File: src/rtl/div_if.sv
// Handshake and data bundle between the EX stage and the iterative divider.
interface div_if;
    logic        signed_div;
    logic [31:0] opdata1;
    logic [31:0] opdata2;
    logic        start;
    logic        annul;
    logic [63:0] result;
    logic        ready;

    modport master (
        output signed_div, opdata1, opdata2, start, annul,
        input  result, ready
    );

    modport slave (
        input  signed_div, opdata1, opdata2, start, annul,
        output result, ready
    );
endinterface

File: src/rtl/div.sv
// Iterative restoring 32-bit DIV/DIVU, one quotient bit per cycle, result {rem, quot}.
// Optional DIV_EARLY_EXIT_EN: skip iteration when |dividend| < |divisor|.
module div (
    input  logic  clk,
    input  logic  rst,
    div_if.slave  bus
);
    localparam logic [1:0] DIV_FREE    = 2'b00;
    localparam logic [1:0] DIV_BY_ZERO = 2'b01;
    localparam logic [1:0] DIV_ON      = 2'b10;
    localparam logic [1:0] DIV_END     = 2'b11;

    logic [1:0]  state_reg;
    logic [5:0]  cnt_reg;
    logic [64:0] work_reg;
    logic [31:0] divisor_reg;
    logic        neg_q_reg;
    logic        neg_r_reg;
    logic [63:0] result_reg;
    logic        ready_reg;

    logic [31:0] mag1;
    logic [31:0] mag2;
    logic [32:0] diff;
    logic [31:0] q_fix;
    logic [31:0] r_fix;

    always_comb begin
        mag1  = (bus.signed_div && bus.opdata1[31]) ? (~bus.opdata1 + 32'd1) : bus.opdata1;
        mag2  = (bus.signed_div && bus.opdata2[31]) ? (~bus.opdata2 + 32'd1) : bus.opdata2;
        diff  = {1'b0, work_reg[63:32]} - {1'b0, divisor_reg};
        q_fix = neg_q_reg ? (~work_reg[31:0] + 32'd1) : work_reg[31:0];
        r_fix = neg_r_reg ? (~work_reg[64:33] + 32'd1) : work_reg[64:33];
    end

    always_ff @(posedge clk) begin
        if (rst) begin
            state_reg   <= DIV_FREE;
            cnt_reg     <= 6'd0;
            work_reg    <= 65'd0;
            divisor_reg <= 32'd0;
            neg_q_reg   <= 1'b0;
            neg_r_reg   <= 1'b0;
            result_reg  <= 64'd0;
            ready_reg   <= 1'b0;
        end else begin
            case (state_reg)
                DIV_FREE: begin
                    result_reg <= 64'd0;
                    ready_reg  <= 1'b0;
                    if (bus.start && !bus.annul) begin
                        if (bus.opdata2 == 32'd0) begin
                            state_reg <= DIV_BY_ZERO;
`ifdef DIV_EARLY_EXIT_EN
                        end else if (mag1 < mag2) begin
                            // Quotient 0, remainder is the untouched signed dividend.
                            work_reg  <= {bus.opdata1, 33'd0};
                            state_reg <= DIV_END;
`endif
                        end else begin
                            divisor_reg <= mag2;
                            work_reg    <= {32'd0, mag1, 1'b0};
                            cnt_reg     <= 6'd0;
                            neg_q_reg   <= bus.signed_div && (bus.opdata1[31] ^ bus.opdata2[31]);
                            neg_r_reg   <= bus.signed_div && bus.opdata1[31];
                            state_reg   <= DIV_ON;
                        end
                    end
                end
                DIV_BY_ZERO: begin
                    if (bus.annul) begin
                        state_reg <= DIV_FREE;
                    end else begin
                        work_reg  <= 65'd0;
                        state_reg <= DIV_END;
                    end
                end
                DIV_ON: begin
                    if (bus.annul || !bus.start) begin
                        state_reg  <= DIV_FREE;
                        cnt_reg    <= 6'd0;
                        result_reg <= 64'd0;
                        ready_reg  <= 1'b0;
                    end else if (cnt_reg != 6'd32) begin
                        // Restoring step: keep the difference only if it did not borrow.
                        if (diff[32])
                            work_reg <= {work_reg[63:0], 1'b0};
                        else
                            work_reg <= {diff[31:0], work_reg[31:0], 1'b1};
                        cnt_reg <= cnt_reg + 6'd1;
                    end else begin
                        work_reg  <= {r_fix, work_reg[32], q_fix};
                        cnt_reg   <= 6'd0;
                        state_reg <= DIV_END;
                    end
                end
                default: begin
                    if (bus.start) begin
                        result_reg <= {work_reg[64:33], work_reg[31:0]};
                        ready_reg  <= 1'b1;
                    end else begin
                        state_reg  <= DIV_FREE;
                        result_reg <= 64'd0;
                        ready_reg  <= 1'b0;
                    end
                end
            endcase
        end
    end

    assign bus.result = result_reg;
    assign bus.ready  = ready_reg;
endmodule

File: src/flat_wrapper.sv
// flat-port wrapper written by rule: the top's interface ports become plain ports
module div_flat 
  (clk, rst, bus_signed_div, bus_opdata1, bus_opdata2, bus_start, bus_annul, bus_result, bus_ready);
  div_if bus_i ();
  input  logic clk;
  input  logic rst;
  input wire logic [$bits(bus_i.signed_div)-1:0] bus_signed_div;
  input wire logic [$bits(bus_i.opdata1)-1:0] bus_opdata1;
  input wire logic [$bits(bus_i.opdata2)-1:0] bus_opdata2;
  input wire logic [$bits(bus_i.start)-1:0] bus_start;
  input wire logic [$bits(bus_i.annul)-1:0] bus_annul;
  output wire logic [$bits(bus_i.result)-1:0] bus_result;
  output wire logic [$bits(bus_i.ready)-1:0] bus_ready;
  assign bus_i.signed_div = bus_signed_div;
  assign bus_i.opdata1 = bus_opdata1;
  assign bus_i.opdata2 = bus_opdata2;
  assign bus_i.start = bus_start;
  assign bus_i.annul = bus_annul;
  assign bus_result = bus_i.result;
  assign bus_ready = bus_i.ready;
  div u_core (.clk(clk), .rst(rst), .bus(bus_i));
endmodule
File: config.mk
export PLATFORM = sky130hd
export DESIGN_NAME = div_flat
export DESIGN_NICKNAME = d
export VERILOG_FILES = /design/src/rtl/div_if.sv /design/src/rtl/div.sv /design/src/flat_wrapper.sv
export SDC_FILE = /design/constraint.sdc
export NUM_CORES = 1
export LEC_CHECK = 0
export BUFFER_PORTS_ARGS = -buffer_cell sky130_fd_sc_hd__buf_2
export CORE_ASPECT_RATIO = 1.2
export CORE_MARGIN = 10
export CORE_UTILIZATION = 45
export CTS_CLUSTER_SIZE = 8
export DETAILED_ROUTE_END_ITERATION = 10
export SYNTH_ARGS = -nofsm -noshare
export SYNTH_HDL_FRONTEND = slang
export SYNTH_SLANG_ARGS = --single-unit
File: constraint.sdc
create_clock -name clk -period 5.4 [get_ports clk]
set_input_delay 1.08 -clock clk [delete_from_list [all_inputs] [get_ports clk]]
set_output_delay 1.08 -clock clk [all_outputs]
set_load 0.01 [all_outputs]
* Word-level counts from Yosys, hierarchy flattened
Cells that the tools add are included.
** Storage, ports and cells
- Register bits :: 172
- Input bits :: 69
- Output and inout port bits :: 65
** Cells by class
- $add $sub $neg :: 6
- Eq/ne operators :: 13
- Multiplexer cells :: 29
- Bitwise operators :: 7
- Reduce and logical (&&, ||, !) cells :: 18
** Operators by type and width (number)
- 65-bit two-way mux :: 6
- 65-bit case mux with 3 select lines :: 1
- 64-bit case mux with 3 select lines :: 1
- 32-bit by 1-bit adder with 32-bit output, second input constant :: 4
- 32-bit two-way mux :: 4
- 64-bit two-way mux :: 2
- 32-bit NOT :: 4
- 32-bit by 32-bit subtractor with 33-bit output :: 1
- 32-bit logical NOT :: 1
- 6-bit two-way mux :: 4
- 6-bit AND reduction :: 3
- 2-bit two-way mux :: 6
- 6-bit case mux with 2 select lines :: 1
- 3-bit AND reduction :: 3
- 6-bit by 1-bit adder with 6-bit output, second input constant :: 1
- 2-bit by 1-bit != test with 1-bit output, second input constant :: 3
- 2-bit != test, second input constant :: 3
- 3-bit by 1-bit != test with 1-bit output, second input constant :: 2
- 6-bit != test, second input constant :: 1
- 2-bit case mux with 3 select lines :: 1
- 1-bit logical AND :: 4
- 4-bit by 1-bit != test with 1-bit output, second input constant :: 1
- 3-bit by 2-bit != test with 1-bit output, second input constant :: 1
- 1-bit case mux with 3 select lines :: 1
- 11 further kinds :: 14

* Depth between registers and ports, before layout
- Word-level depth :: 6
- Mapped depth :: 14

* Worst setup path after synthesis
Ideal clock, no wire load.
- Kind :: input to register
- Start point :: input bus_opdata2[12]
- End point :: register u_core.cnt_reg[5]
- Library setup time :: 0.118 ns
- Arrival :: 3.080 ns
- Setup slack :: 2.202 ns
- Cell stages on the path :: 10
- Path buffers :: 1
- Cells stage by stage :: or4_1 > nor3b_1 > nand3_1 > o41ai_2 > or2_1 > buf_2 > nand2_1 > nand4_1 > xor2_1 > nor2_1
** Between the ends
- Longest elaborated chain between the ends :: 3
** RTL lines
- start, declared :: RTL line flat_wrapper.sv:9 : input wire logic [$bits(bus_i.opdata2)-1:0] bus_opdata2;
- 32-bit logical NOT :: RTL line div.sv:52 : if (bus.opdata2 == 32'd0) begin
- 2-bit != test (no line)
- 3-bit AND reduction (no line)
- end signal, assigned :: RTL line div.sv:90 : cnt_reg <= cnt_reg + 6'd1;
- end, declared :: RTL line div.sv:14 : logic [5:0] cnt_reg;
Every way passes these cells.
A chain may end at the register's enable or synchronous reset.

* Worst setup path after layout
- Start point :: register u_core.work_reg[33]
- End point :: register u_core.work_reg[37]
** Between the ends
- Longest elaborated chain between the ends :: 6
- Elaborated cells between the ends (all ways) :: 8
- Classes of those cells :: add/sub: 2; mux: 5; bitwise: 1
** RTL lines
- start, declared :: RTL line div.sv:15 : logic [64:0] work_reg;
- start signal, assigned :: RTL line div.sv:62 : work_reg <= {32'd0, mag1, 1'b0};
- start signal, assigned :: RTL line div.sv:87 : work_reg <= {work_reg[63:0], 1'b0};
- start signal, assigned :: RTL line div.sv:89 : work_reg <= {diff[31:0], work_reg[31:0], 1'b1};
- 32-bit NOT :: RTL line div.sv:33 : r_fix = neg_r_reg ? (~work_reg[64:33] + 32'd1) : work_reg[64:33];
- 32-bit by 1-bit adder with 32-bit output :: RTL line div.sv:33
- 32-bit two-way mux :: RTL line div.sv:33
- 65-bit two-way mux (*) :: RTL line div.sv:84 : end else if (cnt_reg != 6'd32) begin
- 65-bit two-way mux (*) :: RTL line div.sv:79 : if (bus.annul || !bus.start) begin
- 65-bit case mux with 3 select lines (*) :: RTL line div.sv:47 : case (state_reg)
Mark *: on every way between the ends. The rest lies on a longest branch, timed or not. The select of a mux whose other input is x is not followed.

==> parameters.txt <==
Parameter                              Value

Outcome
  Status ... complete, no violations

Clock network
  Count of H-tree levels built during CTS ... 4
  Number of buffers on the longest clock path ... 2
  Cts bufs inserted ... 17
  Number of post-CTS setup repair buffers ... 0
  Master cell of the clock root buffer ... clkbuf_16
  Clock tree from TritonCTS ... built
  Post-CTS sizing ... 0
  Worst-path clk slew ... 0.07 ns
  Sinks on Clock Net ... 172
  Clock network latency to the later pin of the worst-skew pair ... 0.45 ns
  Hold bufs inserted after CTS ... 0

Timing
  Unrepaired setup endpoints after global routing ... no
  Sum of negative setup slack ... 0 ns
  Measured slew at the worst slew-check pin ... 1.04 ns
  Final hold violation count ... 0
  Final period utilization ... 0.727
  Clock tree skew after final layout ... 0.0158 ns
  Fin crit period ... 3.93 ns
  Max-slew violation total from the final report ... 0
  Max-slew headroom at the worst pin ... 0.299
  Max Clock Freq ... 255 MHz
  Number of setup violations in the final report ... 0

Route
  Ratio of routed vias to standard cells ... 5.98
  TritonRoute pass-1 iters ... 5
  Antenna-violating nets left ... 0
  Residual DRC count ... 0
  Via count ... 11753
  Iteration-0 DRC count of the detailed router ... 765
  Routed length per instance ... 19.4 um
  Overall routed net length ... 38200 um

Logic synthesis
  Area fraction in compound gates after synthesis ... 0.282
  Dominant synthesized flop cell ... dfxtp_1
  Mapped Area ... 11700 um2
  Mux cell area share after synthesis ... 0.0159
  Proportion of synthesized chip area in sequential cells ... 0.295
  YS warnings ... 0
  Post-synthesis xor/xnor area fraction ... 0.0691
  Unique masters post-synth ... 83
  Syn_nets ... 1673
  Synth async-reset ratio ... 0
  Cells after synthesis ... 1560
  Dominant combinational cell family by area after synthesis ... compound AO/OA/AOI/OAI gates
  Synthesized area per cell ... 7.48 um2
  Flip-flop and latch count after synthesis ... 172
  Post-synthesis share of cell area spent on and, or, nand and nor gates ... 0.234
  Adder and majority cell fraction of the synthesized area ... 0.0478
  Number of synthesized flops with an enable pin ... 0

Worst setup path
  Reg2Reg Capture Point ... u_core.work_reg[37]
  Largest fanout on the critical path ... 19
  Setup crit end kind ... flip-flop
  Length in cells of the worst reg-to-reg path ... 12
  Capture point of the worst path ... u_core.work_reg[37]
  Worst path required time ... 5.72 ns
  Crit path kind ... flip-flop to flip-flop
  Beginning of the worst register-to-register path ... u_core.work_reg[33]
  Arrival time of the worst setup path ... 4.25 ns
  Flop2flop setup slack ... 1.47 ns
  Crit. Startpoint ... u_core.work_reg[33]
  Crit path launch type ... flip-flop

Die
  Area of the core ... 25500 um2
  Starting density of the core ... 0.457
  Die footprint ... 32800 um2
  Floorplan row count ... 64
  Die width ... 167 um
  Die height ... 196 um
  Number of I/O pins ... 134

Worst hold path
  Class of the tightest hold or removal check ... flip-flop to flip-flop

Place
  Final HPWL DP ... 27600 um
  Placed Instance Area ... 12500 um2
  RePlAce Congestion ... 0.892
  Input/output buffers ... 133

Global route
  Initial antenna violation count ... 0
  Vias in the first global route ... 11412
  Final global-route overflow total ... 0
  First-pass GRT wire length ... 61800 um
  Maximum number of pins on one net before global-route repair ... 72
  Total global routing track utilization ... 0.226

Flow run
  Max capacitance violation total ... 0

Final layout
  Commonest non-fill, non-tap cell in the layout ... nor2_1
  Total inserted antenna cells ... 0
  Post-layout nets ... 1737
  Design Area, Final ... 13000 um2
  Layout cell share with drive strength beyond 1 ... 0.133
  Flip-flop count of the largest register, all copies and words added ... 65
  Synth-to-layout area growth ... 11.8%
  Commonest cells after routing, fill and taps aside ... nor2_1 (227), dfxtp_1 (172), nand2_1 (132), buf_2 (132), a21oi_1 (119)

Power
  Power share of the sequential group ... 0.330
  Cell area power density ... 351 nW/um2
  Switching share of power ... 0.402
  Peak supply drop ... 0.232 mV
  Clock network fraction of design power ... 0.274
  Net switching power ... 1.84 mW
  Cell internal pwr ... 2.74 mW
  Relative contribution of combinational cells to total power ... 0.396
  Leakage power ... 5.11 nW
[how the worst min path moves through the flow]
stage	start	to	slack [ns]	cells past startpoint
floorplan	u_core.divisor_reg[21]	u_core.divisor_reg[21]	0.43	2
global placement	u_core.divisor_reg[31]	u_core.divisor_reg[31]	0.45	2
detailed placement	u_core.neg_q_reg	u_core.neg_q_reg	0.45	2
CTS	u_core.neg_q_reg	u_core.neg_q_reg	0.46	2
global route	u_core.neg_q_reg	u_core.neg_q_reg	0.48	2
finish	u_core.neg_q_reg	u_core.neg_q_reg	0.46	2
[logic make-up after synthesis]
group                    count (synthesis)
AND/OR/NAND/NOR                        570
AO/OA/AOI/OAI                          501
flip-flops                             172
buffers and inverters                  163
XOR/XNOR                                92
adder cells (fa/ha/maj)                 44
multiplexers                            18
[metal layers]
metal,track usage,up-vias,part of all wire
met2,0.397,336,0.50
li1,-,5798,-
met1,0.270,5566,0.43
met3,0.0440,53,0.052
met5,0,-,0
met4,0.0778,0,0.021
[layout make-up]
type / instances / area (um2)
clock buffer: 20 / 447
clock inverter: 12 / 139
fill: 2529 / 12500
inverter: 58 / 218
multi-input combinational: 1225 / 7590
sequential: 172 / 3440
tap: 330 / 413
timing repair buffer: 150 / 796
[cells in the mapped netlist, drive strengths merged, types with 4 or more instances]
master | count | share of area
inv | 58 | 0.019
or2 | 10 | 0.0054
a21o | 18 | 0.012
xnor2 | 41 | 0.031
o31ai | 8 | 0.0056
nor4 | 15 | 0.011
a311oi | 4 | 0.0030
clkbuf | 84 | 0.027
buf | 21 | 0.0098
nor3b | 7 | 0.0049
mux2 | 4 | 0.0039
mux2i | 14 | 0.012
nor2 | 229 | 0.074
a211o | 4 | 0.0030
o211ai | 23 | 0.015
o21bai | 5 | 0.0032
ha | 43 | 0.046
a22oi | 78 | 0.050
and3 | 10 | 0.0054
a2111oi | 4 | 0.0035
a211oi | 40 | 0.026
o22ai | 16 | 0.0086
nand2b | 19 | 0.010
or3 | 23 | 0.012
o21ai | 97 | 0.042
dfxtp | 172 | 0.30
a21oi | 119 | 0.051
nor2b | 9 | 0.0048
xor2 | 51 | 0.038
o41ai | 9 | 0.0074
or4 | 16 | 0.011
nand4 | 8 | 0.0043
nor3 | 48 | 0.022
nand2 | 132 | 0.042
a31oi | 22 | 0.012
o221ai | 20 | 0.016
o21a | 9 | 0.0058
nand3b | 7 | 0.0045
and2 | 5 | 0.0027
nand3 | 23 | 0.011
[power by group through the flow]
stage / clock network, mW / registers [mW] / logic, mW
4_1_cts: 1.28 / 1.51 / 1.79
2_1_floorplan: 0 / 1.46 / 1.37
5_1_grt: 1.33 / 1.52 / 2.00
6_report: 1.26 / 1.51 / 1.81
3_5_place_dp: 0 / 1.54 / 1.78
3_3_place_gp: 0 / 1.53 / 1.78
[through the flow]
stage               setup slack [ns]  instances  total power, mW  hold slack [ns]   util
finish                          1.47       1967             4.58            0.460  0.511
global route                    1.18       1967             4.85            0.483  0.511
CTS                             1.49       1967             4.58            0.457  0.511
detailed placement              1.07       1935             3.31            0.449  0.488
global placement                1.13       1935             3.31            0.445  0.488
floorplan                       2.20       1560             2.84            0.432      -
[critical path, cell delays in order, from the launching register on]
cell and delay (ns):
dfxtp_1 0.45, inv_1 0.12, fa_1 0.44, nand2b_1 0.19, a21oi_1 0.30, o21ba_2 0.22
o21ai_1 0.10, o31ai_2 0.54, a21bo_2 0.55, buf_4 0.33, mux2_2 0.36, a21oi_1 0.13
o21ai_0 0.08
Note: power is estimated with default switching activity, not from simulation.
